===== src/rtl/icache_responder_if.sv =====
// Fetch-side and instruction-memory-side signals of the icache responder.
// The cache takes the slave modport; fetch/memory models take the master modport.
interface icache_responder_if;
  logic        imemREN;
  logic [31:0] imemaddr;
  logic        flush;
  logic        ihit;
  logic [31:0] imemload;
  logic        iREN;
  logic [31:0] iaddr;
  logic [31:0] iload;
  logic        iwait;
  logic [31:0] hit_count;
  logic [31:0] miss_count;

  modport slave (
    input  imemREN, imemaddr, flush, iload, iwait,
    output ihit, imemload, iREN, iaddr, hit_count, miss_count
  );

  modport master (
    output imemREN, imemaddr, flush, iload, iwait,
    input  ihit, imemload, iREN, iaddr, hit_count, miss_count
  );
endinterface


===== src/rtl/icache_responder.sv =====
// Direct-mapped, one-word-per-line instruction cache with a wait-based fill port.
// Define ICACHE_STATS_EN to build the hit/miss counters; otherwise they read as 0.
module icache_responder #(
  parameter int unsigned NSETS = 16
) (
  input logic               CLK,
  input logic               nRST,
  icache_responder_if.slave bus
);

  localparam int unsigned IDX_W = $clog2(NSETS);
  localparam int unsigned TAG_W = 30 - IDX_W;

  typedef enum logic {IDLE, MISS} state_e;

  state_e             state_q, state_d;
  logic [29:0]        miss_word_q, miss_word_d;
  logic [NSETS-1:0]   valid_q;
  logic [TAG_W-1:0]   tag_q  [NSETS];
  logic [31:0]        data_q [NSETS];

  logic [IDX_W-1:0]   req_idx, fill_idx;
  logic [TAG_W-1:0]   req_tag, fill_tag;
  logic               lookup_hit;
  logic               ihit_w;
  logic               fill_en;
  logic               miss_start;

  assign req_idx    = bus.imemaddr[IDX_W+1:2];
  assign req_tag    = bus.imemaddr[31:IDX_W+2];
  assign fill_idx   = miss_word_q[IDX_W-1:0];
  assign fill_tag   = miss_word_q[29:IDX_W];
  assign lookup_hit = valid_q[req_idx] && (tag_q[req_idx] == req_tag);

  always_ff @(posedge CLK or negedge nRST) begin
    if (!nRST) begin
      state_q     <= IDLE;
      miss_word_q <= '0;
    end else begin
      state_q     <= state_d;
      miss_word_q <= miss_word_d;
    end
  end

  always_comb begin
    state_d     = state_q;
    miss_word_d = miss_word_q;
    case (state_q)
      IDLE: begin
        if (bus.imemREN && !lookup_hit && !bus.flush) begin
          state_d     = MISS;
          miss_word_d = bus.imemaddr[31:2];
        end
      end
      MISS: begin
        // flush aborts the fill, so it leaves MISS regardless of iwait
        if (bus.flush || !bus.iwait) state_d = IDLE;
      end
      default: state_d = IDLE;
    endcase
  end

  always_comb begin
    ihit_w       = 1'b0;
    fill_en      = 1'b0;
    miss_start   = 1'b0;
    bus.iREN     = 1'b0;
    bus.iaddr    = '0;
    bus.imemload = '0;
    case (state_q)
      IDLE: begin
        ihit_w     = bus.imemREN && lookup_hit && !bus.flush;
        miss_start = bus.imemREN && !lookup_hit && !bus.flush;
        if (ihit_w) bus.imemload = data_q[req_idx];
      end
      MISS: begin
        bus.iREN  = 1'b1;
        bus.iaddr = {miss_word_q, 2'b00};
        fill_en   = !bus.iwait && !bus.flush;
      end
      default: ;
    endcase
  end

  assign bus.ihit = ihit_w;

  always_ff @(posedge CLK or negedge nRST) begin
    if (!nRST) begin
      valid_q <= '0;
    end else if (bus.flush) begin
      valid_q <= '0;
    end else if (fill_en) begin
      valid_q[fill_idx] <= 1'b1;
    end
  end

  always_ff @(posedge CLK) begin
    if (fill_en) begin
      tag_q[fill_idx]  <= fill_tag;
      data_q[fill_idx] <= bus.iload;
    end
  end

`ifdef ICACHE_STATS_EN
  logic [31:0] hit_cnt_q, miss_cnt_q;

  always_ff @(posedge CLK or negedge nRST) begin
    if (!nRST) begin
      hit_cnt_q  <= '0;
      miss_cnt_q <= '0;
    end else begin
      if (ihit_w)     hit_cnt_q  <= hit_cnt_q + 32'd1;
      if (miss_start) miss_cnt_q <= miss_cnt_q + 32'd1;
    end
  end

  assign bus.hit_count  = hit_cnt_q;
  assign bus.miss_count = miss_cnt_q;
`else
  assign bus.hit_count  = '0;
  assign bus.miss_count = '0;
`endif

endmodule


===== src/flat_wrapper.sv =====
// flat-port wrapper written by rule: the top's interface ports become plain ports
module icache_responder_flat 
#(
  parameter int unsigned NSETS = 16
)
  (CLK, nRST, bus_imemREN, bus_imemaddr, bus_flush, bus_iload, bus_iwait, bus_ihit, bus_imemload, bus_iREN, bus_iaddr, bus_hit_count, bus_miss_count);
  icache_responder_if bus_i ();
  input logic CLK;
  input logic nRST;
  input wire logic [$bits(bus_i.imemREN)-1:0] bus_imemREN;
  input wire logic [$bits(bus_i.imemaddr)-1:0] bus_imemaddr;
  input wire logic [$bits(bus_i.flush)-1:0] bus_flush;
  input wire logic [$bits(bus_i.iload)-1:0] bus_iload;
  input wire logic [$bits(bus_i.iwait)-1:0] bus_iwait;
  output wire logic [$bits(bus_i.ihit)-1:0] bus_ihit;
  output wire logic [$bits(bus_i.imemload)-1:0] bus_imemload;
  output wire logic [$bits(bus_i.iREN)-1:0] bus_iREN;
  output wire logic [$bits(bus_i.iaddr)-1:0] bus_iaddr;
  output wire logic [$bits(bus_i.hit_count)-1:0] bus_hit_count;
  output wire logic [$bits(bus_i.miss_count)-1:0] bus_miss_count;
  assign bus_i.imemREN = bus_imemREN;
  assign bus_i.imemaddr = bus_imemaddr;
  assign bus_i.flush = bus_flush;
  assign bus_i.iload = bus_iload;
  assign bus_i.iwait = bus_iwait;
  assign bus_ihit = bus_i.ihit;
  assign bus_imemload = bus_i.imemload;
  assign bus_iREN = bus_i.iREN;
  assign bus_iaddr = bus_i.iaddr;
  assign bus_hit_count = bus_i.hit_count;
  assign bus_miss_count = bus_i.miss_count;
  icache_responder #(.NSETS(NSETS)) u_core (.CLK(CLK), .nRST(nRST), .bus(bus_i));
endmodule

===== config.mk =====
export PLATFORM = sky130hd
export DESIGN_NAME = icache_responder_flat
export DESIGN_NICKNAME = d
export VERILOG_FILES = /design/src/rtl/icache_responder_if.sv /design/src/rtl/icache_responder.sv /design/src/flat_wrapper.sv
export SDC_FILE = /design/constraint.sdc
export NUM_CORES = 1
export LEC_CHECK = 0
export ABC_CLOCK_PERIOD_IN_PS = 7800
export CORE_UTILIZATION = 30
export CTS_BUF_LIST = sky130_fd_sc_hd__clkbuf_4 sky130_fd_sc_hd__clkbuf_8
export DETAILED_ROUTE_END_ITERATION = 10
export DONT_BUFFER_PORTS = 1
export GPL_TIMING_DRIVEN = 0
export SYNTH_ARGS = -nofsm -noshare
export SYNTH_HDL_FRONTEND = slang
export SYNTH_SLANG_ARGS = --single-unit

===== constraint.sdc =====
create_clock -name CLK -period 7.8 [get_ports CLK]
set_clock_uncertainty 0.2 [all_clocks]
set_input_delay 1.56 -clock CLK [delete_from_list [all_inputs] [get_ports CLK]]
set_output_delay 1.56 -clock CLK [all_outputs]
set_load 0.005 [all_outputs]

== Word-level counts from Yosys, hierarchy flattened ==
Memories as Yosys holds them, arrays and structs flattened.
Index checks and enable logic that the tools add are counted.

* Memories kept: 2
* Logic and storage cells: 41
* Output and inout bits: 130
* RAM bits: 928
* Input port bits: 69
* Bits in registers: 47

{| class="wikitable"
|+ Memories
! memory !! words !! width !! rd ports !! clocked after Yosys merged registers in !! wr ports !! line !! source
|-
| u_core.data_q || 16 || 32 || 1 || 0 || 1 || icache_responder.sv:20 || <nowiki>logic [31:0] data_q [NSETS];</nowiki>
|-
| u_core.tag_q || 16 || 26 || 1 || 0 || 1 || icache_responder.sv:19 || <nowiki>logic [TAG_W-1:0] tag_q [NSETS];</nowiki>
|}

* Equal/unequal tests: 1
* Bitwise operators: 2
* Reductions and logical operators: 13
* Magnitude comparators: 3
* Mux-type cells: 17

{| class="wikitable"
|+ Operator list
! kind !! number
|-
| $mux W32 || 3
|-
| $mux W16 || 2
|-
| $eq A26 B26 Y1 || 1
|-
| $or A16 B16 Y16 || 1
|-
| $lt A4 B5 Y1 const B || 2
|-
| $mux W1 || 9
|-
| $logic_and A1 B1 Y1 || 7
|-
| $bmux W1 S4 || 1
|-
| $demux W1 S4 || 1
|-
| $ge A4 B1 Y1 const B || 1
|-
| $logic_not A1 Y1 || 3
|-
| $pmux W1 S2 || 1
|-
| $reduce_and A2 Y1 || 1
|-
| $reduce_bool A2 Y1 || 1
|-
| $logic_or A1 B1 Y1 || 1
|-
| $not A1 Y1 || 1
|}

== Logic depth before layout (Yosys ltp) ==
Gate-level depths: netlist of the first run.

* Depth in word-level cells: 8
* Gate-level depth with buffers: 14
* Mapped depth without buffers: 8

== Least setup slack after synthesis of the first run ==
Ideal clock, no wire load.

* Kind: input to register
* Start point: input port bus_flush
* End point: memory u_core.data_q[8][0] (enable)
* Setup time: 0.548 ns
* Arrival time: 6.112 ns
* Slack: 0.941 ns
* Cell stages on the path: 4
* Path buffers: 1
* Required time: 7.052 ns
* Cell sequence: clkbuf_1 -> nor3b_1 -> nand2b_1 -> nor3_1

* Word-level cells in the longest chain between the ends: 5

{| class="wikitable"
|+ Ends and longest elaborated chain
! item !! line !! source
|-
| start: declaration || flat_wrapper.sv:12 || <nowiki>input wire logic [$bits(bus_i.flush)-1:0] bus_flush;</nowiki>
|-
| $logic_not A1 Y1 || icache_responder.sv:79 || <nowiki>fill_en = !bus.iwait && !bus.flush;</nowiki>
|-
| $logic_and A1 B1 Y1 || icache_responder.sv:79 ||
|-
| $mux W1 || icache_responder.sv:70 || <nowiki>case (state_q)</nowiki>
|-
| $mux W1 || icache_responder.sv:98 || <nowiki>if (fill_en) begin</nowiki>
|-
| $mux W1 (implied by the code) || icache_responder.sv:100 || <nowiki>data_q[fill_idx] <= bus.iload;</nowiki>
|-
| end: declaration || icache_responder.sv:20 ||
|}

No other way between the ends.

== Final worst setup path of the first run ==
* Start point: input port bus_imemaddr[5]
* End point: output port bus_imemload[27]

* Word-level cells in the longest chain between the ends: 7
* Elaborated cells between the ends (all ways): 10
* Those cells by class: 1 x eq/ne; 4 x mux; 3 x reduce/logical; 2 x memory

{| class="wikitable"
|+ Ends and longest elaborated chain
! item !! line !! source
|-
| start: declaration || flat_wrapper.sv:11 || <nowiki>input wire logic [$bits(bus_i.imemaddr)-1:0] bus_imemaddr;</nowiki>
|-
| $mem_v2 Z16 W26 / $bmux W1 S4 (equally long branches) || - ||
|-
| $eq A26 B26 Y1 / $mux W1 (equally long branches) || icache_responder.sv:33 || <nowiki>assign lookup_hit = valid_q[req_idx] && (tag_q[req_idx] == req_tag);</nowiki>
|-
| $logic_and A1 B1 Y1 || icache_responder.sv:33 ||
|-
| $logic_and A1 B1 Y1 (2 in series) || icache_responder.sv:72 || <nowiki>ihit_w = bus.imemREN && lookup_hit && !bus.flush;</nowiki>
|-
| $mux W32 (*) || icache_responder.sv:74 || <nowiki>if (ihit_w) bus.imemload = data_q[req_idx];</nowiki>
|-
| $mux W32 (*) || icache_responder.sv:70 ||
|-
| end: declaration || flat_wrapper.sv:16 || <nowiki>output wire logic [$bits(bus_i.imemload)-1:0] bus_imemload;</nowiki>
|}

Every way passes the cells marked *; elsewhere a longest branch is shown, timed or not. The select of a mux whose other input is x is not followed.

==> out/metrics.yaml, run 1 <==
die:
  core.rowCount: 132
  core_region_area_um2: 129000
  dieHeight_um: 363
  die_x_um: 363
  io_pins: 199
  initial_core_util_pct: 30.2
  dieArea_um2: 132000
logic_synthesis:
  ys_ff_latch: 975
  syn_inst: 1895
  yosysWarnings: 0
  ys_types: 49
  synth_edf_count: 928
  syn-cell-area_um2: 39100
  ys.flop_type: "edfxtp_1"
  yosysSeqAreaShare_pct: 74.3
  syn_area_per_cell_um2: 20.6
  synthArstFlopShare_pct: 4.82
place:
  post-place-ws_ns: -0.586
  gp_congestion: 0.834
  place.port_buffers: 0
  post-dp-hpwl_mm: 69.9
  dpl.cell_count: 3774
  placed_area_um2: 42800
sta:
  min_period_over_period_pct: 95.5
  rsz0062_at_grt: "no"
  slew_headroom_pct: 21.1
  setup_viol: 0
  max_clock_freq_ghz: 0.134
  worst_pin_slew_ns: 1.18
  slew_viol_final: 0
  finalCriticalPeriod_ns: 7.45
  hold_violations: 0
  tns_ns: 0
  setup_ws_ns: 0.353
  holdWs_ns: 0.253
worst_setup_path:
  cp.arrival_ns: 5.69
  worstPathCellList: "clkbuf_1, clkbuf_1, clkbuf_1, mux4_2, mux2i_1, mux2i_1, xnor2_1, nand3_1, nor4_1, nand4b_1, buf_4, buf_4, nor2b_1"
  critPathLaunchType: "input port"
  required_ns: 6.04
  critPathMostFrequentCell: "clkbuf_1"
  crit_path_top_delay_cell: "clkbuf_1"
  cp-end-kind: "primary output"
  critPathBufInv: 5
  cpPeakStageDelay_ns: 0.70
  critPathMaxFanout: 10
  critPathKind: "in -> out"
  path_delay_family: "buffers and inverters"
final_layout:
  fin_area_um2: 45600
  drive_gt1_share_pct: 29.7
  num-nets-final: 2249
  final_util_pct: 35.2
  finalNonFillerCells: 4034
  area_delta_synth_final_pct: 16.6
status:
  outcome: "complete, no violations"
global_route:
  grt_pass1_vias: 21131
  antenna_found_initial: 2
  grt_max_degree: 48
  grt_pass1_wl_mm: 149
  grtUsageTotal_pct: 15.8
  overflow: 0
cts:
  cts_tree: "built"
  cts_root_buffer: "clkbuf_8"
  clkTransAtPathRegs_ns: 0.07
  cts_buffer_depth: 3
  cts_buffers: 146
  clock_latency_ns: 0.79
  cts.sinks: 975
  htree_levels: 4
drt:
  drc: 0
  wl_mm: 105
  drtAntennaViolNets: 0
  routedWlPerCell_um: 26.0
  drtIter0Drc: 2656
  num_vias: 20359
  dr.pass1.iters: 6
  vias_per_cell: 5.05
run:
  drv_cap: 0
power_and_ir_drop:
  p_comb_share_pct: 5.4
  finalPower_mw: 10.7
  irDropWorstVdd_v: 0.000144
  pwr-share-seq_pct: 56.8
  powerDensity_nw_per_um2: 234
  p_clk_share_pct: 37.8
  p_sw_mw: 2.43
  switching_share_pct: 22.8
  p_int_mw: 8.23
  p_leak_nw: 14.8
worst_hold_path:
  hold_path.class: "in -> async"
==> cell usage in the layout, fill, tap and decap left out, drive strengths merged, types with 9 or more instances in the layout <==
master	netlist	routed
mux2i	61	61
nor2b	35	35
mux2	12	12
edfxtp	928	928
nor2	56	56
and2	32	32
a22oi	36	36
clkbuf	62	251
clkinv	0	62
conb	1	66
nand2	17	17
mux4	254	254
buf	116	188
nor3	9	9
xnor2	24	24
nand3	40	40
nand4	32	32
nand2b	10	10
xor2	14	14
o21ai	35	35
dfrtp	47	47
and3	32	32
==> sequential cells by signal (all words and copies together), names as in the netlist <==
| name | flops |
|---|---|
| u_core.miss_word_q | 30 |
| u_core.valid_q | 16 |
| u_core.state_q | 1 |
| u_core.tag_q | 416 |
| u_core.data_q | 512 |
==> what timing repair did <==
item | in CTS | in global routing
gates resized for setup | 3 | 1
endpoints found under the hold margin | 0 | 0
pin swaps | 1 | 0
buffers inserted | 1 | 0
hold buffers | 0 | 0
endpoints found under the setup margin | 33 | 8
==> area by class of cell <==
class	instances	area [um^2]
clock buffers	190	2370
multi-input cells	804	9350
plain buffers	177	1040
flip-flops and latches	975	29000
inverters	3	11.3
diodes	1	2.50
fillers	11946	83800
clock inverters	69	379
repair buffers	73	1190
well taps	1742	2180
==> power groups by stage <==
stage	combinational, mW	sequential, mW	clock [mW]
after global placement	0.543	6.15	0
after detailed placement	0.574	6.16	0
after global routing	0.612	6.07	4.30
after CTS	0.576	6.05	4.10
after floorplan	0.401	6.09	0
final	0.575	6.06	4.03
==> kinds of logic (layout without fill, tap and decap cells) <==
| family | after synthesis | count (layout) | synth area share [%] |
|---|---|---|---|
| DFF | 975 | 975 | 74.3 |
| buffers and inverters | 181 | 512 | 2.67 |
| other | 1 | 67 | 0.00960 |
| and+or+nand+nor | 282 | 282 | 3.95 |
| muxes | 327 | 327 | 16.6 |
| xor gates and xnor gates | 38 | 38 | 0.852 |
| AOI/OAI and AO/OA | 91 | 91 | 1.56 |
==> routing by layer <==
layer / track usage (%) / vias to the layer above / routed length, um
met5: 0 / - / 0
met4: 4.38 / 0 / 2280
met3: 4.65 / 184 / 10900
met2: 24.9 / 1132 / 49100
met1: 21.1 / 10762 / 42600
li1: - / 8281 / -
==> worst paths after layout <==
check / from / end / slack [ns] / depth (start not counted)
hold / removal: nRST / u_core.state_q / 0.25 / 0
max in group asynchronous: nRST / u_core.valid_q[15] / 7.01 / 0
setup reg to reg: u_core.tag_q[6][6] / u_core.miss_word_q[12] / 4.26 / 8
setup / recovery: bus_imemaddr[5] / bus_imemload[27] / 0.35 / 13
hold reg to reg: u_core.valid_q[0] / u_core.valid_q[0] / 0.30 / 2
min in group CLK: u_core.valid_q[0] / u_core.valid_q[0] / 0.30 / 2
==> synthesized netlist by cell type (all sizes together), types with 32 or more instances <==
| cell type | count | area, um^2 |
|---|---|---|
| and2 | 32 | 200 |
| mux4 | 254 | 5750 |
| and3 | 32 | 200 |
| nand4 | 32 | 200 |
| a22oi | 36 | 275 |
| nor2b | 35 | 219 |
| dfrtp | 47 | 1180 |
| clkbuf | 62 | 233 |
| nand3 | 40 | 200 |
| edfxtp | 928 | 27900 |
| mux2i | 61 | 611 |
| nor2 | 56 | 210 |
| buf | 116 | 800 |
| o21ai | 35 | 175 |
(Power assumes the default switching activity.)
==> inputs of run 2 (changes only) <==
--- a/config.mk
+++ b/config.mk
@@ -11,6 +11,7 @@
 export DETAILED_ROUTE_END_ITERATION = 10
 export DONT_BUFFER_PORTS = 1
 export GPL_TIMING_DRIVEN = 0
+export SLEW_MARGIN = 20
 export SYNTH_ARGS = -nofsm -noshare
 export SYNTH_HDL_FRONTEND = slang
 export SYNTH_SLANG_ARGS = --single-unit
==> run 2 against run 1 <==
  * Cell count up 0.17%
  * Design area up 0.47%
  * Critical path depth unchanged
  * Combinational power about the same
  * First-iteration DRC count down 11%
  * Register-to-register slack worse by 0.02 ns
  * Wire length about the same
  * Critical path type unchanged
  * Critical endpoint unchanged
  * Largest cell class unchanged
  * Highest routed layer unchanged
==> out/metrics.yaml, run 2 (synthesis gave the netlist of run 1 again) <==
final_layout:
  final_cell_mix: "edfxtp_1, mux4_2, clkbuf_8, buf_4, conb_1"
  area_delta_synth_final_pct: 17.2
  finalNonFillerCells: 4041  # +0.17%
  drive_gt1_share_pct: 30.8  # +1.0 points
  top_register: "u_core.data_q"
  top_regs: "u_core.data_q: 512 flops, u_core.tag_q: 416 flops, u_core.miss_word_q: 30 flops"
  num-nets-final: 2263  # +0.62%
  final_util_pct: 35.4  # +0.16 points
  mostFrequentLayoutCell: "edfxtp_1"
  largest_reg_flops: 512  # unchanged
  diodes: 0  # -1
place:
  dpl.cell_count: 3789  # +0.40%
  gp_congestion: 0.834  # unchanged
  post-dp-hpwl_mm: 70.4  # +0.75%
  post-place-ws_ns: -0.587  # -0.00108 ns
  place.port_buffers: 0  # unchanged
sta:
  hold_violations: 0  # unchanged
  slew_viol_final: 0  # unchanged
  worst_pin_slew_ns: 1.01  # -0.170 ns
  setup_ws_ns: 0.304  # -0.0494 ns
  min_period_over_period_pct: 96.1  # +0.63 points
  max_clock_freq_ghz: 0.133  # -0.66%
  setup_viol: 0  # unchanged
  slew_headroom_pct: 32.4  # +11 points
  rsz0062_at_grt: "no"
  finalCriticalPeriod_ns: 7.50  # +0.0494 ns
  holdWs_ns: 0.238  # -0.0153 ns
power_and_ir_drop:
  p_leak_nw: 14.9  # +0.97%
  irDropWorstVdd_v: 0.000163  # +13%
  finalPower_mw: 10.7  # +0.53%
  powerDensity_nw_per_um2: 234  # about the same
global_route:
  overflow: 0  # unchanged
  grt_max_degree: 48  # unchanged
  grt_pass1_vias: 21059  # -0.34%
  grtUsageTotal_pct: 15.9  # +0.096 points
  grt_pass1_wl_mm: 149  # +0.32%
  antenna_found_initial: 2  # unchanged
die:
  dieArea_um2: 132000  # unchanged
  dieHeight_um: 363  # unchanged
  core_region_area_um2: 129000  # unchanged
  initial_core_util_pct: 30.2  # unchanged
  core.rowCount: 132  # unchanged
  io_pins: 199  # unchanged
  die_x_um: 363  # unchanged
worst_setup_path:
  required_ns: 6.04  # about the same
  rr_startpoint: "u_core.tag_q[7][13]"
  critPathMaxFanout: 10  # unchanged
  cp.arrival_ns: 5.74  # +0.05 ns
  critPathLaunchType: "input port"
  reg2reg_to: "u_core.miss_word_q[17]"
  rr_worst_depth: 8  # unchanged
  critPathKind: "in -> out"
  reg2reg_slack_ns: 4.24  # -0.02 ns
  cp-end-kind: "primary output"
cts:
  cts_buffer_depth: 3  # unchanged
  htree_levels: 4  # unchanged
  cts.sinks: 975  # unchanged
  cts_root_buffer: "clkbuf_8"
  cts_tree: "built"
  clock_latency_ns: 0.82  # +0.03 ns
  clkTransAtPathRegs_ns: 0.07  # about the same
  cts_buffers: 145  # -0.68%
worst_hold_path:
  hold_path.class: "in -> async"
drt:
  drtAntennaViolNets: 0  # unchanged
  wl_mm: 105  # about the same
  vias_per_cell: 5.01  # -0.67%
  num_vias: 20258  # -0.50%
  drc: 0  # unchanged
  routedWlPerCell_um: 26.0  # -0.16%
  dr.pass1.iters: 6  # unchanged
  drtIter0Drc: 2377  # -11%
run:
  drv_cap: 0  # unchanged
status:
  outcome: "complete, no violations"
==> run 2: metal layers <==
metal / GRT usage (%) / wire length, um / up-vias
met3: 4.27 / 10500 / 170
met4: 5.12 / 2350 / 0
met1: 21.3 / 42800 / 10689
met5: 0 / 0 / -
met2: 25.0 / 49200 / 1110
li1: - / - / 8289
==> run 2: worst max-delay path, stage by stage <==
cell and delay [ns]:
clkbuf_1 0.40, clkbuf_1 0.52, clkbuf_1 0.81, mux4_2 0.43, mux2i_1 0.20, mux2i_1 0.19, xnor2_1 0.19, nand3_1 0.18
nor4_1 0.24, nand4b_1 0.14, buf_4 0.21, buf_4 0.21, nor2b_1 0.44
==> run 2: worst max path at each step <==
| stage | start | to | slack [ns] | depth (start not counted) |
|---|---|---|---|---|
| after floorplan | bus_flush | u_core.data_q[8][0] | 0.94 | 4 |
| after global placement | bus_flush | u_core.data_q[8][8] | -5.80 | 4 |
| after detailed placement | bus_imemaddr[5] | bus_imemload[30] | -0.59 | 12 |
| after CTS | bus_imemaddr[4] | bus_imemload[30] | 0.06 | 9 |
| after global routing | bus_imemaddr[2] | bus_imemload[30] | 0.06 | 13 |
| final | bus_imemaddr[5] | bus_imemload[27] | 0.30 | 13 |
==> run 2: per-stage QoR <==
step	setup TNS, ns	area [um^2]
after global placement	-2410.13	41500
final	0	45800
after detailed placement	-12.70	43000
after floorplan	0	39300
after CTS	0	45800
after global routing	0	45800
==> run 2: area by class of cell <==
type | count | area [um^2]
Fill cell | 11962 | 83500
Clock buffer | 206 | 2520
Clock inverter | 46 | 282
Buffer | 177 | 1040
Tap cell | 1742 | 2180
Sequential cell | 975 | 29000
Multi-Input combinational cell | 804 | 9350
Timing Repair Buffer | 88 | 1350
Inverter | 3 | 11.3
==> run 2: timing repair <==
action / in CTS / in global routing
setup endpoints to repair: 33 / 9
pin swaps: 1 / 0
hold buffers: 0 / 0
cloned: 0 / 0
buffers inserted: 1 / 0
gates resized for setup: 3 / 1
==> run 2: where the power goes <==
part | total [mW] | internal, mW | switching [mW]
sequential | 6.06 | 5.89 | 0.166
clock | 4.09 | 2.16 | 1.92
combinational | 0.576 | 0.263 | 0.313
total | 10.7 | 8.32 | 2.40
